## src/rtl/bs_packet_dispatcher.sv

```systemverilog
// bs_packet_dispatcher
// Pops 256-bit board-switch packets from an FWFT FIFO and routes each one,
// by its BS_ID header byte, to the matrix-multiplier channel, Aurora lane 0,
// Aurora lane 1, or all three for broadcast. Packets with an unknown BS_ID or
// an out-of-range VALID_PACKET_BYTES are popped, discarded and counted.
//
// Ports:
//   clk_200MHz, peripheral_aresetn   clock / async active-low reset
//   fifo_dout, fifo_not_empty        FIFO head word and its valid flag
//   fifo_rd_en                       pop the head word this cycle
//   m_{xmult,aur0,aur1}_tdata/tvalid/tready   three stream outputs
//   drop_count                       saturating count of dropped packets

// One output channel: a single pending bit, which is also the channel's tvalid.
module bs_dispatch_lane (
  input  logic clk_200MHz,
  input  logic peripheral_aresetn,
  input  logic load,      // a packet is being popped this cycle
  input  logic load_bit,  // this channel is a destination of that packet
  input  logic tready,
  output logic tvalid,
  output logic left       // copy still outstanding after this cycle
);
  logic pend_q;

  // A load only happens once every outstanding copy has been accepted, so it
  // may simply overwrite the bit.
  always_ff @(posedge clk_200MHz or negedge peripheral_aresetn) begin
    if (!peripheral_aresetn)    pend_q <= 1'b0;
    else if (load)              pend_q <= load_bit;
    else if (pend_q && tready)  pend_q <= 1'b0;
  end

  assign tvalid = pend_q;
  assign left   = pend_q & ~tready;
endmodule

module bs_packet_dispatcher #(
  parameter int         DATA_WIDTH = 256,
  parameter logic [7:0] ID_XMULT   = 8'h00,
  parameter logic [7:0] ID_AUROR_0 = 8'h03,
  parameter logic [7:0] ID_AUROR_1 = 8'h02,
  parameter logic [7:0] ID_BROAD   = 8'hFF,
  parameter int         MAX_BYTES  = 24
) (
  input  logic                  clk_200MHz,
  input  logic                  peripheral_aresetn,
  input  logic [DATA_WIDTH-1:0] fifo_dout,
  input  logic                  fifo_not_empty,
  output logic                  fifo_rd_en,
  output logic [DATA_WIDTH-1:0] m_xmult_tdata,
  output logic                  m_xmult_tvalid,
  input  logic                  m_xmult_tready,
  output logic [DATA_WIDTH-1:0] m_aur0_tdata,
  output logic                  m_aur0_tvalid,
  input  logic                  m_aur0_tready,
  output logic [DATA_WIDTH-1:0] m_aur1_tdata,
  output logic                  m_aur1_tvalid,
  input  logic                  m_aur1_tready,
  output logic [15:0]           drop_count
);
  // Lane order matches the destination mask {xmult, aur0, aur1}.
  localparam int NUM_LANES = 3;

  typedef enum logic {IDLE, HOLD} state_e;

  state_e                 state_q, state_d;
  logic [DATA_WIDTH-1:0]  hold_q;
  logic [NUM_LANES-1:0]   mask, pend, left, tready_v;
  logic [7:0]             bs_id;
  logic [15:0]            pkt_bytes;
  logic                   legal, pop;

  assign bs_id     = fifo_dout[DATA_WIDTH-1  -: 8];
  assign pkt_bytes = fifo_dout[DATA_WIDTH-49 -: 16];

  always_comb begin
    mask = '0;
    if      (bs_id == ID_XMULT)   mask = 3'b100;
    else if (bs_id == ID_AUROR_0) mask = 3'b010;
    else if (bs_id == ID_AUROR_1) mask = 3'b001;
    else if (bs_id == ID_BROAD)   mask = 3'b111;
  end

  assign legal = (mask != '0) && (pkt_bytes != 16'd0) &&
                 (pkt_bytes <= 16'(MAX_BYTES));

  // Pop as soon as nothing would remain pending after this edge, so the next
  // packet follows the last accepted copy with no bubble. Reset gates the pop
  // because the FIFO sees this combinationally.
  assign pop = peripheral_aresetn & fifo_not_empty &
               ((state_q == IDLE) | (left == '0));
  assign fifo_rd_en = pop;

  assign tready_v = {m_xmult_tready, m_aur0_tready, m_aur1_tready};

  for (genvar i = 0; i < NUM_LANES; i++) begin : g_lane
    bs_dispatch_lane u_lane (
      .clk_200MHz         (clk_200MHz),
      .peripheral_aresetn (peripheral_aresetn),
      .load               (pop),
      .load_bit           (mask[i] & legal),
      .tready             (tready_v[i]),
      .tvalid             (pend[i]),
      .left               (left[i])
    );
  end

  assign {m_xmult_tvalid, m_aur0_tvalid, m_aur1_tvalid} = pend;
  assign m_xmult_tdata = hold_q;
  assign m_aur0_tdata  = hold_q;
  assign m_aur1_tdata  = hold_q;

  always_comb begin
    state_d = state_q;
    if (pop)                state_d = legal ? HOLD : IDLE;
    else if (left == '0)    state_d = IDLE;
  end

  always_ff @(posedge clk_200MHz or negedge peripheral_aresetn) begin
    if (!peripheral_aresetn) begin
      state_q    <= IDLE;
      hold_q     <= '0;
      drop_count <= '0;
    end else begin
      state_q <= state_d;
      if (pop && legal) hold_q <= fifo_dout;
      if (pop && !legal && drop_count != 16'hFFFF)
        drop_count <= drop_count + 16'd1;
    end
  end
endmodule

```

## config.mk

```make
export PLATFORM = sky130hd
export DESIGN_NAME = bs_packet_dispatcher
export DESIGN_NICKNAME = d
export VERILOG_FILES = /design/src/rtl/bs_packet_dispatcher.sv
export SDC_FILE = /design/constraint.sdc
export NUM_CORES = 1
export LEC_CHECK = 0
export CAP_MARGIN = 25
export CORE_AREA = 2 2 406 408
export CTS_CLUSTER_DIAMETER = 40
export DETAILED_ROUTE_END_ITERATION = 10
export DIE_AREA = 0 0 408 410
export PLACE_DENSITY = 0.3
export SETUP_SLACK_MARGIN = 0.2
export SYNTH_ARGS = -nofsm -noshare
export SYNTH_HDL_FRONTEND = slang
export SYNTH_HIERARCHICAL = 1
export SYNTH_SLANG_ARGS = --single-unit
```

## constraint.sdc

```tcl
create_clock -name clk_200MHz -period 2.56 [get_ports clk_200MHz]
set_input_delay 0.256 -clock clk_200MHz [delete_from_list [all_inputs] [get_ports clk_200MHz]]
set_output_delay 0.256 -clock clk_200MHz [all_outputs]
set_load 0.005 [all_outputs]
```

==> results.cfg, run 1 <==
[outcome]
status = finished, final reports clean

[synthesis]
synth_fa_ha_area_share_pct = 0.0860
synth_edf_count = 0
muxShareOfSynthArea_pct = 19.4
synth-simple-area-share_pct = 3.00
synth.top_cell.area_share_pct = 47.5
synth_area_um2 = 14500
synth_top_family_by_area = buffers and inverters
ys_ff_latch = 276
syn_area_per_cell_um2 = 12.5
synthCells = 1168
synth_xor_area_share_pct = 0.843
yosysUniqueCellTypes = 33
synthArstFlopShare_pct = 100
seq_area_frac_synth_pct = 47.5
synth_compound_gate_area_share_pct = 0.559
yosys-top-cells-area = dfrtp_1 (47%), buf_4 (26%), mux2_1 (14%), mux2_2 (5.4%), buf_8 (1.0%)
ys.flop_type = dfrtp_1
syn-num-nets = 1431
ys_warn_count = 6
synth_top_area_cell = dfrtp_1

[pwr]
p_int_mw = 11.9
pwr-share-comb_pct = 5.1
clkPwrFrac_pct = 65.6
sw_frac_of_total_pct = 22.4
leakage_nw = 11.3
power_frac_seq_pct = 29.3
ir_worst_vdd_v = 0.000397
power_switching_mw = 3.43
power_density_nw_per_um2 = 546

[routing]
vias = 11100
drt_iter0_drc = 323
firstDrtPassIters = 4
vias_per_cell = 2.72
antenna_left = 0
wl_per_cell_um = 21.0
drc = 0
finalWirelength_um = 85700

[clock_tree]
clk_latency_ps = 630
htreeDepth = 3
clk_pin_slew_worst_paths_ps = 50
clk_path_buf_depth = 3
cts_buffers = 73
cts_tree = done
clock-sinks = 276
root_buffer = clkbuf_16

[cells_and_area]
final_cells = 4084
layout_commonest_cell = clkdlybuf4s50_1
finish.utilization_pct = 17.1
layout_common_cells = clkdlybuf4s50_1 (1045), dfrtp_1 (274), mux2_4 (127), mux2_1 (86), clkbuf_16 (83)
drive_gt1_share_pct = 20.5
nets = 2097
syn_to_final_growth_pct = 92.7

[timing]
worst_slack_ps = 198
post-route-period-util_pct = 92.3
setup_tns_ps = 0
clock-skew-final_ps = 21.9
final_hold_viol_count = 0
maxSlewViolCount = 0
maxSlewHeadroom_pct = 49.9
rsz0062_at_grt = true
max_freq_mhz = 423
whs_ps = 219
worstMarginPinSlew_ps = 752
setup_viol = 0
fin_crit_ps = 2360

[global_route]
grt_pass1_vias = 11800
grt_max_degree = 112
grt_first_pass_wirelength_um = 107000
antenna_found_initial = 3
globalRoute.totalOverflow = 0
grt.total_usage_pct = 9.39

[min_path]
min_from = fifo_dout[169]
hold_class = in2reg

[floorplan]
fp-row-count = 149
ioPinCount = 1050
core_um2 = 163000
initial_core_util_pct = 8.90
dieArea_um2 = 167000
die_w_um = 408
die_height_um = 410

[critical_path]
critical_path.cell_chain = clkdlybuf4s50_1 -> nor4_1 -> nand3_1 -> buf_4 -> a2111oi_4 -> and2_4 -> buf_8 -> clkbuf_16 -> buf_8 -> mux2_1
critPathMaxStageDelay_ps = 440
critPathLaunchType = primary input
cp-startpoint = fifo_dout[198]
critPathKind = in2reg
crit_arrival_ps = 2860
worst-path-max-fanout = 5
worst_setup_path_end_kind = register
cp_slowest_cell = clkdlybuf4s50_1
crit_top_cell = buf_8
required_ps = 3050
r2r_start = g_lane[2].u_lane/tvalid

[placement]
dp.cells = 3922
gp_congestion = 0.788
io_buffers = 1049
pre_cts_ws_ps = -489
post-dp-hpwl_um = 68100

[flow_run]
maxCapViolCount = 0
## registers in the layout, indices dropped and copies added, names as in the netlist
name,count
m_aur0_tdata,256
drop_count,16
g_lane.u_lane/tvalid,3
state_q,1
## routing by layer
layer  routed length (µm)  global-route usage [%]  vias to the layer above
met2                41500                    15.7                      586
met1                36100                    11.3                     5690
met4                 2290                    3.43                        2
li1                     -                       -                     4742
met3                 5890                    2.93                      100
met5                   13                       0                        -
## final cells by class
class / instances / area (µm²)
sequential: 276 / 6910
tap: 2189 / 2740
multi-input combinational: 348 / 3980
timing repair buffer: 1133 / 11700
clock inverter: 42 / 668
fill: 18000 / 135000
antenna: 3 / 7.51
inverter: 2 / 7.51
clock buffer: 91 / 2000
## final timing paths
path	endpoint	slack (ps)	cells after the start
max	m_aur0_tdata[107]	200	10
min	m_aur0_tdata[169]	220	2
max reg2reg	m_aur0_tdata[107]	230	10
min reg2reg	drop_count[9]	510	1
max in group asynchronous	m_aur0_tdata[37]	1450	4
min in group asynchronous	m_aur0_tdata[213]	320	3
## repair_timing
item,in CTS,in global routing
pin swaps,2,2
hold endpoints to repair,260,0
setup buffers,3,10
endpoints found under the setup margin,212,201
cloned,0,12
hold buffers,1,0
gates resized for setup,14,185
## critical path, delay by kind of cell
family	cells	cell delay (ps)
buffers and inverters	5	1140
AOI/OAI and AO/OA	1	300
muxes	1	320
and+or+nand+nor	3	810
## power groups by stage
stage          Clock [mW]  Sequential, mW  Combinational, mW
2_1_floorplan           0            4.54             0.0805
3_5_place_dp            0            4.55              0.777
3_3_place_gp            0            4.54              0.779
6_report             10.0            4.48              0.775
5_1_grt              10.6            4.49              0.848
4_1_cts              10.4            4.48              0.789
## metrics by stage
step | instance area (µm²) | total power [mW]
4_1_cts | 26900 | 15.7
3_5_place_dp | 24200 | 5.32
3_3_place_gp | 24200 | 5.32
5_1_grt | 28000 | 16.0
2_1_floorplan | 14500 | 4.62
6_report | 28000 | 15.3
## cell families (layout without fill, tap and decap cells)
| kind of cell | Yosys count | after routing |
|---|---|---|
| adder cells (fa/ha/maj) | 1 | 1 |
| XOR/XNOR | 14 | 14 |
| other | 0 | 3 |
| multiplexers | 251 | 251 |
| flip-flops | 276 | 276 |
| AO/OA/AOI/OAI | 7 | 7 |
| AND/OR/NAND/NOR | 75 | 75 |
| buffers and inverters | 544 | 1268 |
## synth_stat cells (all sizes together) (2+ instances only)
master / number
clkbuf: 2
xor2: 14
nand3: 7
and3: 2
nor3: 10
nor3b: 5
inv: 2
mux2: 250
nor4: 4
nor2b: 4
and2: 15
nor2: 7
nand4: 4
o21ai: 2
dfrtp: 276
and4: 3
nand2: 12
buf: 540
Note: power is estimated with default switching activity, not from simulation.
==> run 2, diff against run 1 <==
- CORE_AREA: 2 2 406 408 -> 2 2 410 412
- CTS_BUF_LIST: default -> sky130_fd_sc_hd__clkbuf_8
- DIE_AREA: 0 0 408 410 -> 0 0 412 414
- SYNTH_HIERARCHICAL: 1 -> default
==> results.cfg, run 2 <==
[outcome]
status = finished, final reports clean

[routing]
drt_iter0_drc = 284
vias_per_cell = 2.64
firstDrtPassIters = 4
wl_per_cell_um = 19.1
antenna_left = 0
vias = 10800
drc = 0
finalWirelength_um = 78700

[synthesis]
synth_compound_gate_area_share_pct = 0.783
synth_xor_area_share_pct = 0.913
synth_top_area_cell = dfrtp_1
synth-simple-area-share_pct = 2.88
ys_warn_count = 0
synth_top_family_by_area = buffers and inverters
yosysUniqueCellTypes = 36
synth_area_um2 = 14400
yosysMostFrequentCell = buf_4
synth_edf_count = 0
yosys-top-cells-area = dfrtp_1 (48%), buf_4 (28%), mux2_1 (13%), mux2_2 (6.3%), xnor2_1 (0.91%)
ys_ff_latch = 276
ys.flop_type = dfrtp_1
synth.top_cell.area_share_pct = 48.0
synth_fa_ha_area_share_pct = 0.0870
yosys-top-cells-count = buf_4 (530), dfrtp_1 (276), mux2_1 (164)
synthArstFlopShare_pct = 100
syn_area_per_cell_um2 = 12.4
synthCells = 1162
syn-num-nets = 1425
muxShareOfSynthArea_pct = 19.2
seq_area_frac_synth_pct = 48.0

[placement]
dp.cells = 3922
io_buffers = 1049
place_area_um2 = 24100
gp_congestion = 0.767
post-dp-hpwl_um = 65700

[clock_tree]
cts_tree = done
root_buffer = clkbuf_8
cts_buffers = 75
clock-sinks = 276
htreeDepth = 3
clk_path_buf_depth = 3
clk_latency_ps = 710
clk_pin_slew_worst_paths_ps = 50

[critical_path]
cp_slowest_cell = or4_1
critPathLaunchType = primary input
worst_setup_path_end_kind = register
critPathKind = in2reg
required_ps = 3140
crit_top_cell = buf_12
worst-path-max-fanout = 26
critical_path.cell_chain = clkdlybuf4s50_1 -> or4_1 -> a21oi_1 -> o2111ai_4 -> nor2_4 -> buf_12 -> buf_12 -> mux2_2
critPathMaxStageDelay_ps = 600
crit_arrival_ps = 2810

[floorplan]
fp-row-count = 150
die_w_um = 412
ioPinCount = 1050
core_um2 = 166000
die_height_um = 414
dieArea_um2 = 171000
initial_core_util_pct = 8.65

[timing]
maxSlewViolCount = 0
maxSlewHeadroom_pct = 40.9
clock-skew-final_ps = 34.4
max_freq_mhz = 448
fin_crit_ps = 2230
rsz0062_at_grt = false
final_hold_viol_count = 0
whs_ps = 153
post-route-period-util_pct = 87.1
setup_viol = 0
worstMarginPinSlew_ps = 887

[global_route]
globalRoute.totalOverflow = 0
grt_first_pass_wirelength_um = 106000
grt_pass1_vias = 11900
grtUsageMet3_pct = 3.36
grt_max_degree = 110
grt.busiest_layer = met2
use_met1_pct = 10.1
grt.total_usage_pct = 8.95
grtUsageMet2_pct = 15.6
antenna_found_initial = 10

[cells_and_area]
finish.utilization_pct = 15.9
largest_reg_flops = 256
fillCellCount = 18600
layout_common_cells = clkdlybuf4s50_1 (1041), dfrtp_1 (246), mux2_1 (164), clkbuf_8 (87), mux2_2 (81)
syn_to_final_growth_pct = 83.3
final_cells = 4111
nets = 2111
layout_commonest_cell = clkdlybuf4s50_1
drive_gt1_share_pct = 15.0
final_area_um2 = 26400

[min_path]
hold_class = in2reg

[pwr]
leakage_nw = 10.7
power_density_nw_per_um2 = 458
ir_worst_vdd_v = 0.000303

[flow_run]
maxCapViolCount = 0
-- run 2: cell families (layout without fill, tap and decap cells) --
logic type	Yosys count	in the layout
flops	276	276
mux	245	245
other cells	0	11
compound gates	14	14
xor+xnor	15	15
simple gates	66	66
fa+ha+maj	1	1
buf+inv	545	1279
-- run 2: timing repair --
action / CTS / global route
endpoints found under the setup margin: 73 / 1
hold endpoints to repair: 127 / 0
hold buffers: 52 / 0
resized for setup: 37 / 2
setup buffers: 0 / 1
-- run 2: metal layers --
metal | vias up | share of wire, %
li1 | 4755 | -
met1 | 5451 | 39
met2 | 551 | 50
met3 | 85 | 8.4
met4 | 6 | 1.9
met5 | - | 0.046
-- run 2: worst max-delay path, delay by kind of cell --
family	cells	cell delay (ps)
AO/OA/AOI/OAI	2	460
buffers and inverters	3	880
multiplexers	1	360
AND/OR/NAND/NOR	2	790
-- run 2: final timing paths --
kind                                         start                 to  slack [ps]  depth (start not counted)
min in group asynchronous       peripheral_aresetn  m_aur0_tdata[195]         220                          3
hold reg to reg                            state_q            state_q         490                          1
max in group asynchronous       peripheral_aresetn   m_aur0_tdata[78]        1120                          4
setup reg to reg           g_lane[0].u_lane.tvalid   m_aur0_tdata[18]         460                          8
setup / recovery                    fifo_dout[201]   m_aur0_tdata[18]         330                          8
hold / removal                      fifo_dout[109]  m_aur0_tdata[109]         150                          2
-- run 2: where the power goes --
| part | switching (mW) | internal [mW] | total (mW) |
|---|---|---|---|
| clock network | 2.50 | 4.18 | 6.68 |
| logic | 0.305 | 0.583 | 0.887 |
| registers | 0.0792 | 4.42 | 4.50 |
| total | 2.88 | 9.19 | 12.1 |
-- run 2: area by class of cell --
| class | instances | area [µm²] | share of cell area (%) |
|---|---|---|---|
| Timing Repair Buffer | 1151 | 11500 | 43.7 |
| Sequential cell | 276 | 6940 | 26.3 |
| Multi-Input combinational cell | 341 | 3430 | 13.0 |
| Tap cell | 2204 | 2760 | 10.5 |
| Clock buffer | 87 | 1200 | 4.54 |
| Clock inverter | 38 | 470 | 1.78 |
| Antenna cell | 11 | 27.5 | 0.104 |
| Inverter | 3 | 11.3 | 0.0427 |
-- run 2: through the flow --
| stage | setup TNS, ps | power [mW] | setup WS [ps] |
|---|---|---|---|
| after global routing | 0 | 12.8 | 219 |
| after CTS | 0 | 12.5 | 105 |
| final | 0 | 12.1 | 329 |
| after floorplan | 0 | 4.67 | 370 |
| after global placement | -77410 | 5.42 | -371 |
| after detailed placement | -86010 | 5.41 | -427 |
